--- src/rtl/des_key_schedule.sv ---
// DES / EDE-3DES round-subkey streamer: LOAD takes one cycle per pass, then one subkey per accepted handshake.
// Backpressure: while subkey_valid && !subkey_ready the subkey, round and pass hold and C/D do not advance.
module des_key_schedule #(
  parameter int          NUM_KEYS    = 3,
  parameter logic [15:0] SHIFT_SCHED = 16'b1000_0001_0000_0011
) (
  input  logic        clk,
  input  logic        rst,
  input  logic        key_wr_en,
  input  logic [1:0]  key_wr_idx,
  input  logic [63:0] key_wr_data,
  input  logic        start,
  input  logic        decrypt,
  output logic        busy,
  output logic [47:0] subkey,
  output logic        subkey_valid,
  input  logic        subkey_ready,
  output logic [3:0]  subkey_round,
  output logic [1:0]  subkey_pass,
  output logic        done
);

  localparam logic [1:0] S_IDLE = 2'd0;
  localparam logic [1:0] S_LOAD = 2'd1;
  localparam logic [1:0] S_EMIT = 2'd2;
  localparam logic [1:0] S_DONE = 2'd3;

  // Tables use FIPS bit numbering: bit 1 is the MSB of the vector.
  localparam int PC1 [56] = '{
    57, 49, 41, 33, 25, 17,  9,
     1, 58, 50, 42, 34, 26, 18,
    10,  2, 59, 51, 43, 35, 27,
    19, 11,  3, 60, 52, 44, 36,
    63, 55, 47, 39, 31, 23, 15,
     7, 62, 54, 46, 38, 30, 22,
    14,  6, 61, 53, 45, 37, 29,
    21, 13,  5, 28, 20, 12,  4
  };

  localparam int PC2 [48] = '{
    14, 17, 11, 24,  1,  5,
     3, 28, 15,  6, 21, 10,
    23, 19, 12,  4, 26,  8,
    16,  7, 27, 20, 13,  2,
    41, 52, 31, 37, 47, 55,
    30, 40, 51, 45, 33, 48,
    44, 49, 39, 56, 34, 53,
    46, 42, 50, 36, 29, 32
  };

  function automatic logic [55:0] pc1_perm(input logic [63:0] k);
    logic [55:0] r;
    r = '0;
    for (int i = 0; i < 56; i++) r[55-i] = k[64-PC1[i]];
    return r;
  endfunction

  function automatic logic [47:0] pc2_perm(input logic [55:0] cd);
    logic [47:0] r;
    r = '0;
    for (int i = 0; i < 48; i++) r[47-i] = cd[56-PC2[i]];
    return r;
  endfunction

  function automatic logic [27:0] rotl28(input logic [27:0] x, input logic one);
    return one ? {x[26:0], x[27]} : {x[25:0], x[27:26]};
  endfunction

  function automatic logic [27:0] rotr28(input logic [27:0] x, input logic one);
    return one ? {x[0], x[27:1]} : {x[1:0], x[27:2]};
  endfunction

  logic [1:0]  state;
  logic [63:0] key_slot [3];
  logic        dec_run;
  logic [1:0]  pass;
  logic [3:0]  round;
  logic [27:0] c_reg, d_reg;

  logic [1:0]  slot_idx;
  logic        pass_dec;
  logic [55:0] pc1_out;
  logic [27:0] c_load, d_load, c_next, d_next;
  logic [3:0]  sh_idx;
  logic        shift_one;
  logic        last_pass;

  // Decrypt runs the slots in reverse; the middle 3DES pass flips direction.
  always_comb begin
    slot_idx  = dec_run ? (2'(NUM_KEYS - 1) - pass) : pass;
    pass_dec  = (NUM_KEYS == 1) ? dec_run : (dec_run ^ (pass == 2'd1));
    last_pass = (pass == 2'(NUM_KEYS - 1));
    pc1_out   = pc1_perm(key_slot[slot_idx]);
    c_load    = pass_dec ? pc1_out[55:28] : rotl28(pc1_out[55:28], SHIFT_SCHED[0]);
    d_load    = pass_dec ? pc1_out[27:0]  : rotl28(pc1_out[27:0],  SHIFT_SCHED[0]);
    // Encrypt pre-rotates for the next round; decrypt undoes the rotation of the round just emitted.
    sh_idx    = pass_dec ? (4'd15 - round) : (round + 4'd1);
    shift_one = SHIFT_SCHED[sh_idx];
    c_next    = pass_dec ? rotr28(c_reg, shift_one) : rotl28(c_reg, shift_one);
    d_next    = pass_dec ? rotr28(d_reg, shift_one) : rotl28(d_reg, shift_one);
  end

  always_ff @(posedge clk or posedge rst) begin
    if (rst) begin
      state   <= S_IDLE;
      dec_run <= 1'b0;
      pass    <= 2'd0;
      round   <= 4'd0;
      c_reg   <= '0;
      d_reg   <= '0;
      for (int i = 0; i < 3; i++) key_slot[i] <= '0;
    end else begin
      case (state)
        S_IDLE: begin
          if (key_wr_en && (key_wr_idx < 2'(NUM_KEYS))) key_slot[key_wr_idx] <= key_wr_data;
          if (start) begin
            dec_run <= decrypt;
            pass    <= 2'd0;
            state   <= S_LOAD;
          end
        end
        S_LOAD: begin
          c_reg <= c_load;
          d_reg <= d_load;
          round <= 4'd0;
          state <= S_EMIT;
        end
        S_EMIT: begin
          if (subkey_ready) begin
            c_reg <= c_next;
            d_reg <= d_next;
            round <= round + 4'd1;
            if (round == 4'd15) begin
              if (last_pass) begin
                state <= S_DONE;
              end else begin
                pass  <= pass + 2'd1;
                state <= S_LOAD;
              end
            end
          end
        end
        default: state <= S_IDLE;
      endcase
    end
  end

  always_comb begin
    busy         = (state != S_IDLE);
    subkey_valid = (state == S_EMIT);
    done         = (state == S_DONE);
    subkey       = subkey_valid ? pc2_perm({c_reg, d_reg}) : 48'h0;
    subkey_round = round;
    subkey_pass  = pass;
  end

endmodule

--- config.mk ---
export PLATFORM = sky130hd
export DESIGN_NAME = des_key_schedule
export DESIGN_NICKNAME = d
export VERILOG_FILES = /design/src/rtl/des_key_schedule.sv
export SDC_FILE = /design/constraint.sdc
export NUM_CORES = 1
export LEC_CHECK = 0
export ABC_AREA = 1
export CORE_MARGIN = 1.5
export CORE_UTILIZATION = 30
export CTS_CLUSTER_SIZE = 25
export DETAILED_ROUTE_END_ITERATION = 12
export PLACE_DENSITY_LB_ADDON = 0.08
export SLEW_MARGIN = 30
export SYNTH_ARGS = -nofsm -noshare
export SYNTH_HDL_FRONTEND = slang
export SYNTH_SLANG_ARGS = --single-unit
--- constraint.sdc ---
create_clock -name clk -period 11.1 [get_ports clk]
set_input_delay 2.22 -clock clk [delete_from_list [all_inputs] [get_ports clk]]
set_output_delay 2.22 -clock clk [all_outputs]
set_load 0.03 [all_outputs]
# == Word level (Yosys, flattened, before mapping) ==
# Memories as Yosys holds them, arrays and structs flattened.
# Cells that the tools add are included.
# totals
word_cells,77
regBits,257
n_memories,1
output_inout_bits,57
inputBits,72
rom_bits,16
# op_classes
add_sub_neg,4
reduce_logical,11
magnitude_cmp,5
muxes,34
n_bitwise,3
n_eq_ne,10
# mem_list
memory,words,word_bits,read_ports,rd_clocked_by_memory_dff,wr,line_no,text
(no name shown),16,1,1,0,0,98,shift_one = SHIFT_SCHED[sh_idx];
# op_table
cell,n
2-to-1 mux 28 bit,10
bitwise mux 192 bit,1
2-to-1 mux 64 bit,3
binary-select mux 64 bit (select 2 bit),1
demux 64 bit (select 2 bit),1
case mux 28 bit (2 select lines),2
2-to-1 mux 48 bit,1
2-to-1 mux 2 bit,9
2-to-1 mux 4 bit,2
case mux 4 bit (2 select lines),1
equality test 2 bit (second input constant),3
>= comparator 3 bit (second input constant),2
inverter 2 -> 3 bit,2
case mux 2 bit (3 select lines),1
AND reduction 2 bit,3
nonzero test 2 bit,3
< comparator 4 x 5 -> 1 bit (second input constant),1
AND reduction 5 bit,1
adder 4 x 1 -> 4 bit (second input constant),1
equality test 2 x 1 -> 1 bit (second input constant),2
equality test 4 bit (second input constant),1
inequality test 2 x 1 -> 1 bit (second input constant),2
inequality test 2 bit (second input constant),2
case mux 2 bit (2 select lines),1
10 further kinds,11

# == Depth between registers and ports, before layout ==
# Gate-level depths: netlist of run 1.
# logic_depth
depth_word,9
depth_mapped,15
mapped_depth_nobuf,14

# == Worst setup path after synthesis of run 1 ==
# No wires, ideal clock.
# synth_path
path_type,register -> output
start,register state[0]
end,output subkey[22]
arrival_ns,1.531
stages_incl_launch_ff,6
path_buffers,2
path_slack_ns,7.349
required_time_ns,8.880
cell_sequence,dfrtp_1 -> nor2_2 -> inv_2 -> clkbuf_1 -> buf_1 -> nor2_1
# synth_via
elab_chain_cells,2
# synth_rtl
element,line_no,text
"start, declared",73,logic [1:0] state;
"start signal, assigned",105,state <= S_IDLE;
"start signal, assigned",119,state <= S_LOAD;
"start signal, assigned",126,state <= S_EMIT;
equality test 2 bit,150,subkey_valid = (state == S_EMIT);
2-to-1 mux 48 bit,152,"subkey = subkey_valid ? pc2_perm({c_reg, d_reg}) : 48'h0;"
"end, declared",15,"output logic [47:0] subkey,"
# Every way passes these cells.

# == Worst setup path after layout of run 1 ==
# layout_path
start,register state[0]
end,output subkey[30]
# The elaborated chain is that of the path after synthesis.

==> results of run 1 <==
-- worst paths after layout --
check	start	end	slack [ns]	cells past startpoint
min in group asynchronous	rst	subkey_round[3]$_DFFE_PP0P_	2.19	2
worst min-delay path	key_slot[166]$_DFFE_PP0P_	key_slot[166]$_DFFE_PP0P_	0.48	2
worst min register to register	key_slot[166]$_DFFE_PP0P_	key_slot[166]$_DFFE_PP0P_	0.48	2
max in group asynchronous	rst	key_slot[100]$_DFFE_PP0P_	7.66	3
worst max register to register	subkey_pass[0]$_DFFE_PP0P_	d_reg[25]$_DFFE_PP0P_	6.23	14
worst max-delay path	state[0]$_DFFE_PP0P_	subkey[30]	5.86	6
-- stage by stage --
stage	total power, W	instance area [um2]	hold slack [ns]	std cells	util, %
floorplan	0.00375	13300	0.453	1909	-
global placement	0.00459	14700	0.466	2492	34.0
detailed placement	0.00461	14700	0.473	2492	34.0
CTS	0.00551	15600	0.486	2537	35.9
global route	0.00602	15600	0.499	2537	35.9
finish	0.00546	15600	0.481	2537	35.9
-- critical path, cell delays in order, from the launching register on --
cell and delay, ns:
sky130_fd_sc_hd__dfrtp_1 0.44, sky130_fd_sc_hd__nor2_4 0.12, sky130_fd_sc_hd__buf_4 0.58, sky130_fd_sc_hd__inv_2 0.06
sky130_fd_sc_hd__buf_6 0.31, sky130_fd_sc_hd__nor2_1 0.21, sky130_fd_sc_hd__clkdlybuf4s50_1 0.69
-- cells in the final DEF, fill, tap and decap left out --
cell type	count
sky130_fd_sc_hd__nand2_1	475
sky130_fd_sc_hd__o21ai_0	344
sky130_fd_sc_hd__nand3_1	277
sky130_fd_sc_hd__dfrtp_1	232
sky130_fd_sc_hd__inv_1	169
sky130_fd_sc_hd__nor2_1	167
sky130_fd_sc_hd__clkdlybuf4s50_1	120
sky130_fd_sc_hd__a21oi_1	57
sky130_fd_sc_hd__clkbuf_16	29
sky130_fd_sc_hd__buf_4	17
sky130_fd_sc_hd__nand3_2	11
sky130_fd_sc_hd__clkinv_1	8
sky130_fd_sc_hd__clkbuf_1	8
sky130_fd_sc_hd__nand4_1	5
sky130_fd_sc_hd__clkbuf_8	5
sky130_fd_sc_hd__nand2_4	4
sky130_fd_sc_hd__clkinv_2	4
sky130_fd_sc_hd__inv_2	3
sky130_fd_sc_hd__ha_1	3
sky130_fd_sc_hd__nand2_2	2
sky130_fd_sc_hd__o21ai_4	2
sky130_fd_sc_hd__nand3b_1	1
sky130_fd_sc_hd__nor2_4	1
sky130_fd_sc_hd__nor2_2	1
sky130_fd_sc_hd__o22ai_1	1
sky130_fd_sc_hd__o31ai_1	1
sky130_fd_sc_hd__o21a_1	1
sky130_fd_sc_hd__inv_8	1
sky130_fd_sc_hd__buf_6	1
sky130_fd_sc_hd__buf_12	1
sky130_fd_sc_hd__dfrtp_2	1
-- power by group through the flow --
stage,Clock [W],Sequential (W),Combinational [W]
after floorplan,0,0.00148,0.00227
after global placement,0,0.00154,0.00305
after detailed placement,0,0.00154,0.00306
after CTS,0.000903,0.00153,0.00307
after global routing,0.000933,0.00159,0.00350
final,0.000870,0.00153,0.00306
-- synth_stat cells (5+ instances only) --
| library cell | number | area share (%) |
|---|---|---|
| sky130_fd_sc_hd__clkinv_1 | 8 | 0.23 |
| sky130_fd_sc_hd__nor2_1 | 167 | 4.7 |
| sky130_fd_sc_hd__dfrtp_1 | 233 | 44 |
| sky130_fd_sc_hd__buf_2 | 27 | 1.0 |
| sky130_fd_sc_hd__inv_1 | 170 | 4.8 |
| sky130_fd_sc_hd__o21ai_0 | 345 | 13 |
| sky130_fd_sc_hd__nand4_1 | 5 | 0.24 |
| sky130_fd_sc_hd__buf_1 | 10 | 0.28 |
| sky130_fd_sc_hd__nand3_2 | 11 | 0.83 |
| sky130_fd_sc_hd__clkbuf_1 | 83 | 2.4 |
| sky130_fd_sc_hd__a21oi_1 | 57 | 2.2 |
| sky130_fd_sc_hd__nand2_1 | 476 | 13 |
| sky130_fd_sc_hd__nand3_1 | 277 | 10 |
| sky130_fd_sc_hd__buf_4 | 17 | 0.96 |
| sky130_fd_sc_hd__nand2_2 | 5 | 0.24 |
-- cell families (layout without fill, tap and decap cells) --
family / count (synthesis) / after routing / synth area share (%)
AOI/OAI and AO/OA: 406 / 406 / 15.5
DFF: 233 / 233 / 44.0
buffers and inverters: 323 / 366 / 10.1
adders and majority gates: 3 / 3 / 0.283
and+or+nand+nor: 944 / 944 / 30.1
-- metal layers --
layer  vias up  wire length (um)  GRT usage [%]
met2       266             17600           27.6
li1       6242                 -              -
met1      5886             21200           28.1
met3        51              1980           2.75
met5         -                 0              0
met4         0               571           3.40
-- area by class of cell --
class | instances | area [um2] | area share [%]
tap | 585 | 732 | 4.70
sequential | 233 | 5830 | 37.4
clock buffer | 42 | 825 | 5.29
multi-input combinational | 1353 | 6120 | 39.3
inverter | 182 | 692 | 4.44
timing repair buffer | 139 | 1360 | 8.73
clock inverter | 3 | 15.0 | 0.0964
==> parameters.txt, run 1 <==
Parameter                              Value

Floorplanning
  Die outline area ... 0.0454 mm2
  Core Box Area ... 0.0434 mm2
  Die Y-Extent ... 213 um
  Std cell rows ... 76
  Die Width ... 213 um
  Number of top-level pins ... 129
  Initial Utilization ... 30.6%

Power and ir drop
  Sw power ... 0.00272 W
  Share of total power in the clock network ... ~16%
  Switch share ... 49.9%
  Relative contribution of combinational cells to total power ... ~56%
  Internal portion of total power ... 0.00274 W
  Total leakage power ... 7.54 nW
  Worst voltage drop across the vdd grid ... 0.142 mV
  PwrDens ... 351 mW/mm2
  Sequential share of power ... 28.0%

Global routing
  Via count of the first global-routing pass ... 11,900
  Congestion Overflow GR ... 0
  Maximum number of pins on one net before global-route repair ... 138
  Global-route wire length before repair ... 66.9 mm
  Initial antenna violation count ... 0
  Global routing usage summed across all routing layers ... between 10% and 20%

Timing
  Fraction of the cycle the final worst path needs ... 47.2%
  RSZ-0062 raised after global routing ... false
  Fmax ... approximately 0.19 GHz
  Slew Viols, Final ... 0
  Skew final ... 0.0127 ns
  Final critical path time including I/O delays and setup ... approximately 5.2 ns
  Sum of negative setup slack ... 0 ns
  Worst relative slew slack ... 38.5%
  Final setup violating endpoints ... 0
  Actual transition at the worst max-transition pin ... 0.913 ns
  Smallest setup slack after layout ... a little under 6 ns
  Final Hold Vio Count ... 0

Worst setup path
  Data arrival time at the worst-slack endpoint ... 3.02 ns
  Maximum fanout count along the critical path ... 107
  CP required ... between 8 and 9 ns
  Worst Setup Start Kind ... flip-flop
  Kind of end point of the critical path ... primary output
  WS Path Type ... flip-flop to primary output

Clock tree
  Setup Buffers After CTS ... 0
  CTS Hold Bufs ... 0
  PostCTS Resize Cnt ... 0
  Clock Path Buffers ... 3
  Insertion delay of the later-clocked pin in the worst-skew pair ... 0.56 ns
  TritonCTS Buffers ... 29
  Buffer cell driving the clock tree root ... sky130_fd_sc_hd__clkbuf_16
  Count of H-tree levels built during CTS ... 1
  Clock transition at the registers of the reported paths ... 0.06 ns
  Clock tree from TritonCTS ... yes
  CTS sink cnt ... 233

Routing
  DRC errors left ... 0
  Routed length per instance ... between 15 and 20 um
  Violation count after the first detailed-route iteration ... 904
  Aggregate routed wire length ... 41.4 mm
  Length of the first detailed-routing pass in iterations ... 7
  Total number of vias ... 12,400
  Count of antenna-violating nets left after detailed routing ... 0
  Via-per-instance ratio ... 4.91

Finish
  Layout-stage area growth over the synthesis result ... 17.5%
  Fill count ... 4,808
  Fraction of layout cells with a size suffix above 1 ... under 10%
  Max FFs per register ... 168
  Final nets ... 2,013
  Number of diodes added for antenna fixing ... 0

Synthesis
  Synthesis-stage register bit count ... 233
  Dominant synthesized flop cell ... sky130_fd_sc_hd__dfrtp_1
  Share of synthesized flip-flops with an asynchronous set or reset ... 100%
  Netlist area before placement ... around 0.013 mm2
  Net Count, Synth ... 1,984
  Portion of the post-synthesis area used by sequential elements ... 44.0%
  Yosys warning total ... 0
  Mean cell area of the mapped netlist ... 6.94 um2
  Netlist cell types ... 24
  EDFF count, synth ... 0
  Synth Instances ... 1,909

Min path
  Worst Hold Class ... flip-flop to flip-flop

Status
  Outcome ... finished clean

Place
  HPWL Detailed ... 26.2 mm
  Count of input and output buffers ... 120
  Worst setup timing slack at the placement stage ... 6.14 ns
  Final Wtd Congestion ... 0.787

Flow run
  Maximum capacitance violations ... 0
(Power assumes the default switching activity.)
==> run 2, diff against run 1 <==
==> constraint.sdc (replaced) <==
create_clock -name clk -period 4.9 [get_ports clk]
set_input_delay 0.98 -clock clk [delete_from_list [all_inputs] [get_ports clk]]
set_output_delay 0.98 -clock clk [all_outputs]
set_load 0.03 [all_outputs]
==> parameters.txt, run 2 (same netlist as run 1, synthesis figures left out) <==
Parameter                              Value

Timing
  Fmax ... 0.286 GHz
  Smallest setup slack after layout ... approximately 1.4 ns
  Slew Viols, Final ... 0
  RSZ-0062 raised after global routing ... false
  Actual transition at the worst max-transition pin ... between 0.9 and 1 ns
  Worst relative slew slack ... 38.3%
  Skew final ... 0.0141 ns
  Final critical path time including I/O delays and setup ... 3.50 ns
  Final Hold Vio Count ... 0
  Fraction of the cycle the final worst path needs ... 71.4%
  Sum of negative setup slack ... 0 ns
  Final setup violating endpoints ... 0

Clock tree
  Clock tree from TritonCTS ... yes
  Setup Buffers After CTS ... 0
  Clock Path Buffers ... 3
  Insertion delay of the later-clocked pin in the worst-skew pair ... 0.55 ns
  Count of H-tree levels built during CTS ... 1
  TritonCTS Buffers ... 29
  CTS Hold Bufs ... 0
  CTS sink cnt ... approximately 230
  Clock transition at the registers of the reported paths ... 0.06 ns
  Buffer cell driving the clock tree root ... sky130_fd_sc_hd__clkbuf_16
  PostCTS Resize Cnt ... 0

Worst setup path
  Cell type group with the largest total delay on the critical path ... buffers and inverters
  Start point of the critical path ... state[0]$_DFFE_PP0P_
  CP required ... 3.92 ns
  Worst Setup Start Kind ... flip-flop
  CP Depth ... 3
  WS Path Type ... flip-flop to primary output
  End point of the critical path ... subkey_valid
  Critical register-to-register path endpoint ... c_reg[17]$_DFFE_PP0P_
  Stage delay of the slowest cell on the critical path ... 0.81 ns
  Maximum fanout count along the critical path ... 60
  Master of the slowest instance on the critical path ... sky130_fd_sc_hd__clkdlybuf4s50_1
  Cell-by-cell trace of the critical path ... nor2_4 -> buf_4 -> clkdlybuf4s50_1
  Buf+Inv Stages, Crit Path ... 2
  Kind of end point of the critical path ... primary output
  Data arrival time at the worst-slack endpoint ... 2.52 ns
  Reg-to-Reg Start ... subkey_pass[1]$_DFFE_PP0P_
  Setup slack on the worst flop-to-flop path ... 1.48 ns
  Depth of the most critical reg-to-reg path ... 14

Place
  Worst setup timing slack at the placement stage ... between 1.5 and 2 ns
  Count of input and output buffers ... 120
  HPWL Detailed ... 26.4 mm
  Final Wtd Congestion ... 0.814

Routing
  Routed length per instance ... 16.1 um
  DRC errors left ... 0
  Aggregate routed wire length ... 41.0 mm
  Total number of vias ... 12,400
  Count of antenna-violating nets left after detailed routing ... 0
  Violation count after the first detailed-route iteration ... 1,113
  Via-per-instance ratio ... 4.86
  Length of the first detailed-routing pass in iterations ... 5

Floorplanning
  Die Width ... 213 um
  Die outline area ... roughly 0.045 mm2
  Number of top-level pins ... 129
  Die Y-Extent ... 213 um
  Initial Utilization ... 30.6%
  Core Box Area ... approximately 0.043 mm2
  Std cell rows ... 76

Finish
  Final nets ... 2,014
  Number of diodes added for antenna fixing ... 0
  Layout-stage area growth over the synthesis result ... 19.6%
  Fill count ... 4,787
  Fraction of layout cells with a size suffix above 1 ... ~4.7%
  Leading cell type in the layout, fill and taps excluded ... sky130_fd_sc_hd__nand2_1
  Most used cells in the layout excluding fill and tap cells ... sky130_fd_sc_hd__nand2_1, sky130_fd_sc_hd__o21ai_0, sky130_fd_sc_hd__nand3_1
  Max FFs per register ... 168

Flow run
  Maximum capacitance violations ... 0

Power and ir drop
  PwrDens ... 807 mW/mm2
  Worst voltage drop across the vdd grid ... 0.473 mV
  Total leakage power ... 7.67 nW

Global routing
  Congestion Overflow GR ... 0
  Global routing usage summed across all routing layers ... 18.3%
  Via count of the first global-routing pass ... 12,000
  Global-route wire length before repair ... around 66 mm
  Initial antenna violation count ... 0
  Maximum number of pins on one net before global-route repair ... 130

Min path
  Origin of the worst min-delay path ... key_slot[41]$_DFFE_PP0P_
  Worst Hold Class ... flip-flop to flip-flop

Status
  Outcome ... finished clean
## run 2: layout make-up
class / count / area, um2 / area share [%]
Clock buffer: 40 / 827 / 5.22
Multi-Input combinational cell: 1353 / 6120 / 38.6
Inverter: 182 / 688 / 4.34
Timing Repair Buffer: 140 / 1450 / 9.13
Sequential cell: 233 / 5830 / 36.8
Clock inverter: 10 / 200 / 1.26
Tap cell: 585 / 732 / 4.62
## run 2: power breakdown
part / internal, W / switching [W]
sequential: 0.00285 / 0.000630
combinational: 0.00227 / 0.00472
clock: 0.00148 / 0.000835
## run 2: how the worst min path moves through the flow
stage	end	slack [ns]	cells past startpoint
2_1_floorplan	key_slot[100]$_DFFE_PP0P_	0.45	2
3_3_place_gp	key_slot[139]$_DFFE_PP0P_	0.47	2
3_5_place_dp	key_slot[142]$_DFFE_PP0P_	0.47	2
4_1_cts	key_slot[188]$_DFFE_PP0P_	0.49	2
5_1_grt	key_slot[17]$_DFFE_PP0P_	0.50	2
6_report	key_slot[41]$_DFFE_PP0P_	0.48	2
## run 2: worst reg2reg max path: cells and delay by family (launching register included)
kind | cells | cell delay, ns
DFF | 1 | 0.43
and+or+nand+nor | 9 | 1.95
AOI/OAI and AO/OA | 1 | 0.16
buffers and inverters | 3 | 0.56
adders and majority gates | 1 | 0.23
## run 2: per-stage QoR
step           util, %  hold slack [ns]  std cells  power [W]  cell area, um2
6_report          36.5            0.479       2543     0.0128           15800
3_5_place_dp      34.1            0.473       2492     0.0105           14800
3_3_place_gp      34.1            0.465       2492     0.0104           14800
5_1_grt           36.5            0.504       2543     0.0140           15800
2_1_floorplan        -            0.453       1909    0.00849           13300
4_1_cts           36.5            0.487       2542     0.0129           15800
## run 2: per-layer routing
| metal | vias up | share of wire (%) | track usage, % |
|---|---|---|---|
| met4 | 0 | 1.3 | 3.30 |
| li1 | 6237 | - | - |
| met1 | 5793 | 50 | 27.3 |
| met2 | 287 | 43 | 27.9 |
| met3 | 42 | 5.5 | 2.82 |
| met5 | - | 0 | 0 |
